<file path="config.mk">
export PLATFORM = sky130hd
export DESIGN_NAME = quad_frame_loader
export DESIGN_NICKNAME = d
export VERILOG_FILES = /design/src/rtl/quad_frame_loader.sv
export SDC_FILE = /design/constraint.sdc
export NUM_CORES = 1
export LEC_CHECK = 0
export ABC_AREA = 1
export BUFFER_PORTS_ARGS = -buffer_cell sky130_fd_sc_hd__clkbuf_2
export CAP_MARGIN = 20
export CORE_UTILIZATION = 50
export DETAILED_ROUTE_END_ITERATION = 12
export GPL_ROUTABILITY_DRIVEN = 0
export PLACE_DENSITY = 0.7
export SYNTH_ARGS = -nofsm -noshare
export SYNTH_HDL_FRONTEND = slang
export SYNTH_SLANG_ARGS = --single-unit
</file>
<file path="constraint.sdc">
create_clock -name clk -period 6.7 [get_ports clk]
set_input_delay 0.335 -clock clk [delete_from_list [all_inputs] [get_ports clk]]
set_output_delay 0.335 -clock clk [all_outputs]
set_load 0.01 [all_outputs]
</file>
<file path="src/rtl/quad_frame_loader.sv">
// Serial-to-parallel frame loader: receives KW-bit target k (MSB first) then N array bits,
// and presents the assembled array, k and ones count over a valid/ack handshake.
module quad_frame_loader #(
    parameter int N  = 100,
    parameter int KW = 8,
    parameter int OW = 7
) (
    input  logic          clk,
    input  logic          rst_n,
    input  logic          in_valid,
    output logic          in_ready,
    input  logic          in_data,
    input  logic          in_last,
    output logic [N-1:0]  out_array,
    output logic [KW-1:0] out_k,
    output logic [OW-1:0] out_ones,
    output logic          out_valid,
    input  logic          out_ack,
    output logic          frame_err
);

    localparam int MAXW = (KW > N) ? KW : N;
    localparam int CW   = (MAXW > 1) ? $clog2(MAXW) : 1;

    typedef enum logic [1:0] {LOAD_K, LOAD_ARR, PRESENT} state_t;

    state_t        state;
    logic [CW-1:0] cnt;
    logic [N-1:0]  shadow_array;
    logic [KW-1:0] shadow_k;
    logic [OW-1:0] shadow_ones;

    logic          xfer;
    logic          k_last;
    logic          arr_last;
    logic [N-1:0]  arr_final;
    logic [OW-1:0] ones_final;

    assign xfer       = in_valid && in_ready;
    assign k_last     = (cnt == CW'(KW - 1));
    assign arr_last   = (cnt == CW'(N - 1));
    assign ones_final = shadow_ones + OW'(in_data);

    // Final bit N-1 is merged combinationally so completion publishes in the same edge.
    always_comb begin
        arr_final        = shadow_array;
        arr_final[N-1]   = in_data;
    end

    always_ff @(posedge clk or negedge rst_n) begin
        if (!rst_n) begin
            state        <= LOAD_K;
            cnt          <= '0;
            shadow_array <= '0;
            shadow_k     <= '0;
            shadow_ones  <= '0;
            in_ready     <= 1'b1;
            out_valid    <= 1'b0;
            frame_err    <= 1'b0;
            out_array    <= '0;
            out_k        <= '0;
            out_ones     <= '0;
        end else begin
            frame_err <= 1'b0;
            case (state)
                LOAD_K: begin
                    if (xfer) begin
                        if (in_last) begin
                            frame_err <= 1'b1;
                            cnt       <= '0;
                            shadow_k  <= '0;
                        end else begin
                            shadow_k <= {shadow_k[KW-2:0], in_data};
                            if (k_last) begin
                                cnt   <= '0;
                                state <= LOAD_ARR;
                            end else begin
                                cnt <= cnt + CW'(1);
                            end
                        end
                    end
                end
                LOAD_ARR: begin
                    if (xfer) begin
                        if (in_last != arr_last) begin
                            frame_err    <= 1'b1;
                            cnt          <= '0;
                            shadow_array <= '0;
                            shadow_k     <= '0;
                            shadow_ones  <= '0;
                            state        <= LOAD_K;
                        end else if (arr_last) begin
                            out_array <= arr_final;
                            out_k     <= shadow_k;
                            out_ones  <= ones_final;
                            out_valid <= 1'b1;
                            in_ready  <= 1'b0;
                            state     <= PRESENT;
                        end else begin
                            shadow_array[cnt] <= in_data;
                            shadow_ones       <= ones_final;
                            cnt               <= cnt + CW'(1);
                        end
                    end
                end
                PRESENT: begin
                    if (out_ack) begin
                        out_valid    <= 1'b0;
                        in_ready     <= 1'b1;
                        cnt          <= '0;
                        shadow_array <= '0;
                        shadow_k     <= '0;
                        shadow_ones  <= '0;
                        state        <= LOAD_K;
                    end
                end
                default: state <= LOAD_K;
            endcase
        end
    end

endmodule

</file>
## After elaboration in Yosys (flattened, before gate mapping)

Index checks and enable logic that the tools add are counted.

- Register bits after elaboration: 242
- Input bits: 6
- Output and inout bits: 118

- Add/sub/neg operators: 2
- $lt $le $gt $ge: 2
- Equal/unequal tests: 15
- Multiplexer cells: 49
- Bitwise logic cells: 1
- Reduce and logical (&&, ||, !) cells: 11

Operators by type and width:

| cell | count |
|---|---|
| two-way mux 100 bit | 4 |
| one-hot mux 100 bit (2 select lines) | 1 |
| bitwise mux 100 bit | 1 |
| two-way mux 7 bit | 10 |
| two-way mux 8 bit | 5 |
| one-hot mux 8 bit (3 select lines) | 1 |
| one-hot mux 7 bit (3 select lines) | 1 |
| != test 2 bit, second input constant | 8 |
| AND reduction 5 bit | 3 |
| two-way mux 2 bit | 7 |
| one-hot mux 7 bit (2 select lines) | 1 |
| two-way mux 1 bit | 13 |
| less-than comparator 7 x 8 -> 1 bit, second input constant | 1 |
| AND reduction 4 bit | 2 |
| adder 7 x 1 -> 7 bit | 1 |
| adder 7 x 1 -> 7 bit, second input constant | 1 |
| demux 1 bit (select 7 bit) | 1 |
| == test 7 x 3 -> 1 bit, second input constant | 1 |
| == test 7 bit, second input constant | 1 |
| >= comparator 7 x 1 -> 1 bit, second input constant | 1 |
| != test 3 bit, second input constant | 2 |
| one-hot mux 1 bit (2 select lines) | 3 |
| one-hot mux 2 bit (3 select lines) | 1 |
| AND reduction 6 bit | 1 |
| 8 further kinds | 9 |

## Depth between registers and ports, before layout

- Depth after elaboration: 9
- Mapped depth: 16
- Gate-level depth less buffers: 12

## Least setup slack after synthesis

OpenSTA, ideal clock, no wires.

- Path type: reg2reg
- Start point: register cnt[0]
- End point: register shadow_array[88]
- Setup time: 0.065 ns
- Data arrival time: 2.742 ns
- Data required time: 6.635 ns
- Setup slack: 3.893 ns
- Cell stages (with the launch flop): 16
- Path buffers: 5
- Path through: dfrtp_1 ha_1 inv_1 nor2_1 nand2_2 buf_2 clkbuf_1 ha_1 nor2_1 inv_1 buf_2 nor2_2 buf_2 buf_2 nand3_1 nand2_1

- Longest elaborated chain between the ends: 9
- Elaborated cells on any way between the ends: 14
- Those cells by class: order compare (2); eq/ne (3); mux (7); reduce/logical (2)

RTL lines:

| what | line | source |
|---|---|---|
| start: declaration | 28 | `logic [CW-1:0] cnt;` |
| start signal: assignment | 78 | `cnt <= cnt + CW'(1);` |
| start signal: assignment | 102 | `cnt <= cnt + CW'(1);` |
| less-than comparator 7 x 8 -> 1 bit (not written as such) or >= comparator 7 x 1 -> 1 bit (tied branches) | 100 | `shadow_array[cnt] <= in_data;` |
| logical AND 1 bit (not written as such) | 100 |  |
| two-way mux 1 bit (not written as such) | 100 |  |
| demux 1 bit (select 7 bit) | 100 |  |
| bitwise mux 100 bit | 100 |  |
| two-way mux 100 bit | 92 | `end else if (arr_last) begin` |
| two-way mux 100 bit | 85 | `if (in_last != arr_last) begin` |
| two-way mux 100 bit | 84 | `if (xfer) begin` |
| one-hot mux 100 bit (2 select lines) | 65 | `case (state)` |
| end signal: indexed assignment | 100 |  |
| end: declaration | 29 | `logic [N-1:0] shadow_array;` |

Several ways; a longest one is shown, not always the timed one. The select of a mux whose other input is x is not followed.
A chain may end at the register's enable or synchronous reset.

## Worst setup path after layout

- Start point: register cnt[1]
- End point: register shadow_array[29]

The elaborated chain is that of the path after synthesis.

==> results.json <==
{
  "place_ws_ns": 3.23,
  "vias": 9585,
  "drtPass1Iterations": 5,
  "p_comb_frac": 0.023,
  "cts-resized-gates": 0,
  "tightest_slew_ns": 1.05,
  "worst_ep_arrival_time_ns": 3.95,
  "port_buffers": 123,
  "postCtsSetupBuffers": 0,
  "grt_setup_unrepaired": "no",
  "tns_ns": 0,
  "hold_viol": 0,
  "status": "finished, final reports clean",
  "cp-start-kind": "flop",
  "min_path_cells": 3,
  "synth_cell_type_count": 24,
  "n_antenna_cell": 0,
  "reg2reg_slack_ns": 3.16,
  "dieWidth_um": 151,
  "p_clk_frac": 0.482,
  "ir_worst_vdd_mv": 0.158,
  "crit_type": "reg2reg",
  "final_cell_mix": "nand2_1 (445), dfrtp_1 (240), o21ai_0 (226)",
  "multiInputGateArea_sq_um": 4480,
  "fp-row-count": 54,
  "grt_pass1_wl_um": 45700,
  "antenna_found_initial": 0,
  "clk_latency_ns": 0.53,
  "syn_to_final_growth_pct": 14.1,
  "max_slew_margin": 0.297,
  "seqCellArea_sq_um": 6030,
  "fillers": 1952,
  "layout.cells.most_common": "nand2_1",
  "use_met2": 0.403,
  "die_h_um": 151,
  "cts_tree": "built",
  "cap_viol_max_count": 0,
  "power_density_nw_per_um2": 233,
  "switchingPower_uw": 632,
  "routed_wl_um": 27800,
  "viasPerCell": 5.46,
  "path_max_fanout": 86,
  "min_period_ns": 3.54,
  "grtUsageMet1": 0.356,
  "ys_warn_count": 0,
  "grt.overflow.total": 0,
  "synth_edf_count": 0,
  "clk_root_buffer_cell": "clkbuf_16",
  "seqPwrFrac": 0.495,
  "synthArstFlopShare": 1.00,
  "fin_crit_sh": 0.528,
  "ant_nets": 0,
  "cts-htree-levels": 1,
  "io_pins": 124,
  "skew_ns": 0.00824,
  "cp_data_required_time_ns": 7.11,
  "top_usage_layer": "met2",
  "drive_gt1_frac": 0.124,
  "max_freq_mhz": 282,
  "synth_nets": 1404,
  "numCtsBuffers": 26,
  "hpwl_um": 16100,
  "first_global_vias": 9048,
  "grt_use_total": 0.250,
  "clock_path_buffers": 3,
  "fin_ws_ns": 3.16,
  "grtUsageMet3": 0.0342,
  "drt_iter0_drc": 833,
  "swShare": 0.215,
  "initial_core_util": 0.508,
  "grt_max_degree": 140,
  "nets": 1477,
  "synth_seq_cells": 241,
  "synthCells": 1388,
  "drc": 0,
  "wl_per_cell_um": 15.8,
  "core_area_sq_um": 21800,
  "avgSynthCellArea_sq_um": 7.96,
  "synth_area_sq_um": 11000,
  "hp-class": "in2reg",
  "cellLeakagePower_nw": 7.05,
  "drv_slew": 0,
  "worst_r2r_path_depth": 12,
  "ys_seq_area_frac": 0.546,
  "dieArea_sq_um": 22700,
  "clk_pin_slew_worst_paths_ns": 0.06,
  "cts_sinks": 241,
  "end_kind": "flop",
  "setup_violations": 0,
  "internal_power_mw": 2.31,
  "synth_ff_type": "dfrtp_1"
}
## registers in the layout, summed over array words and instances, names as in the netlist
register      cells
shadow_array     99
state             2
out_array       100
shadow_k          8
in_ready          1
out_k             8
cnt               7
out_valid         1
shadow_ones       7
out_ones          7
frame_err         1
## area by class of cell
type                    count  area share
flip-flops and latches    241       0.479
multi-input cells        1023       0.355
clock buffers              42      0.0660
repair buffers            134      0.0604
well taps                 280      0.0278
inverters                  35      0.0105
clock inverters             2     0.00109
## Yosys cell counts, types with 2 or more instances
| cell type | n | area share |
|---|---|---|
| nor2_1 | 190 | 0.065 |
| nand4_1 | 5 | 0.0028 |
| ha_1 | 10 | 0.011 |
| a21oi_1 | 5 | 0.0023 |
| clkbuf_1 | 48 | 0.016 |
| inv_1 | 34 | 0.012 |
| o21ai_0 | 226 | 0.10 |
| nand2_1 | 445 | 0.15 |
| buf_6 | 7 | 0.0071 |
| buf_1 | 6 | 0.0020 |
| buf_2 | 28 | 0.013 |
| nand3_1 | 129 | 0.058 |
| nor2_2 | 2 | 0.0011 |
| dfrtp_1 | 240 | 0.54 |
| xor2_1 | 4 | 0.0032 |
## through the flow
stage                      util  total power [mW]  cell area [sq um]  hold slack [ns]  std cells
after floorplan               -              1.51              11000           0.0394       1388
after global placement    0.539              1.55              11700            0.435       1711
after detailed placement  0.539              1.55              11700            0.436       1711
after CTS                 0.578              2.97              12600            0.135       1756
after global routing      0.579              3.04              12600            0.132       1757
final                     0.579              2.94              12600            0.141       1757
## per-layer routing
metal,vias to the layer above,routed length [um]
met5,-,0
met4,0,432
met3,35,1450
met2,265,13100
met1,4655,12900
li1,4630,-
## worst paths after layout
| kind | startpoint | endpoint |
|---|---|---|
| worst min register to register | shadow_array[9] | out_array[9] |
| worst max-delay path | cnt[1] | shadow_array[29] |
| min in group asynchronous | rst_n | out_array[32] |
| worst max register to register | cnt[1] | shadow_array[29] |
| worst min-delay path | in_last | frame_err |
| max in group asynchronous | rst_n | out_array[48] |
## timing repair
item | 4_1_cts | 5_1_grt
setup endpoints to repair | 0 | 0
hold endpoints to repair | 101 | 0
hold buffers | 1 | 0
## power groups by stage
stage / sequential, mW / clock [mW] / combinational [mW]
floorplan: 1.48 / 0 / 0.0265
global placement: 1.48 / 0 / 0.0689
detailed placement: 1.48 / 0 / 0.0685
CTS: 1.46 / 1.44 / 0.0690
global route: 1.45 / 1.50 / 0.0784
finish: 1.46 / 1.42 / 0.0689
## cells by family (layout without fill, tap and decap cells)
| logic type | Yosys count | after routing | synth area share |
|---|---|---|---|
| fa+ha+maj | 10 | 10 | 0.0113 |
| compound gates | 233 | 233 | 0.106 |
| xor+xnor | 4 | 4 | 0.00317 |
| flops | 241 | 241 | 0.546 |
| buf+inv | 124 | 213 | 0.0501 |
| simple gates | 776 | 776 | 0.284 |
## critical path, cell delays in order, from the launching register on
cell	delay, ns
dfrtp_1	0.46
ha_1	0.27
inv_1	0.06
nor2_1	0.20
nand2_4	0.24
inv_1	0.11
ha_1	0.17
nand2_1	0.09
nand4_2	0.13
clkinv_2	0.73
buf_4	0.64
nand3_1	0.16
nand2_1	0.07
Power figures use the tool's default switching activity.
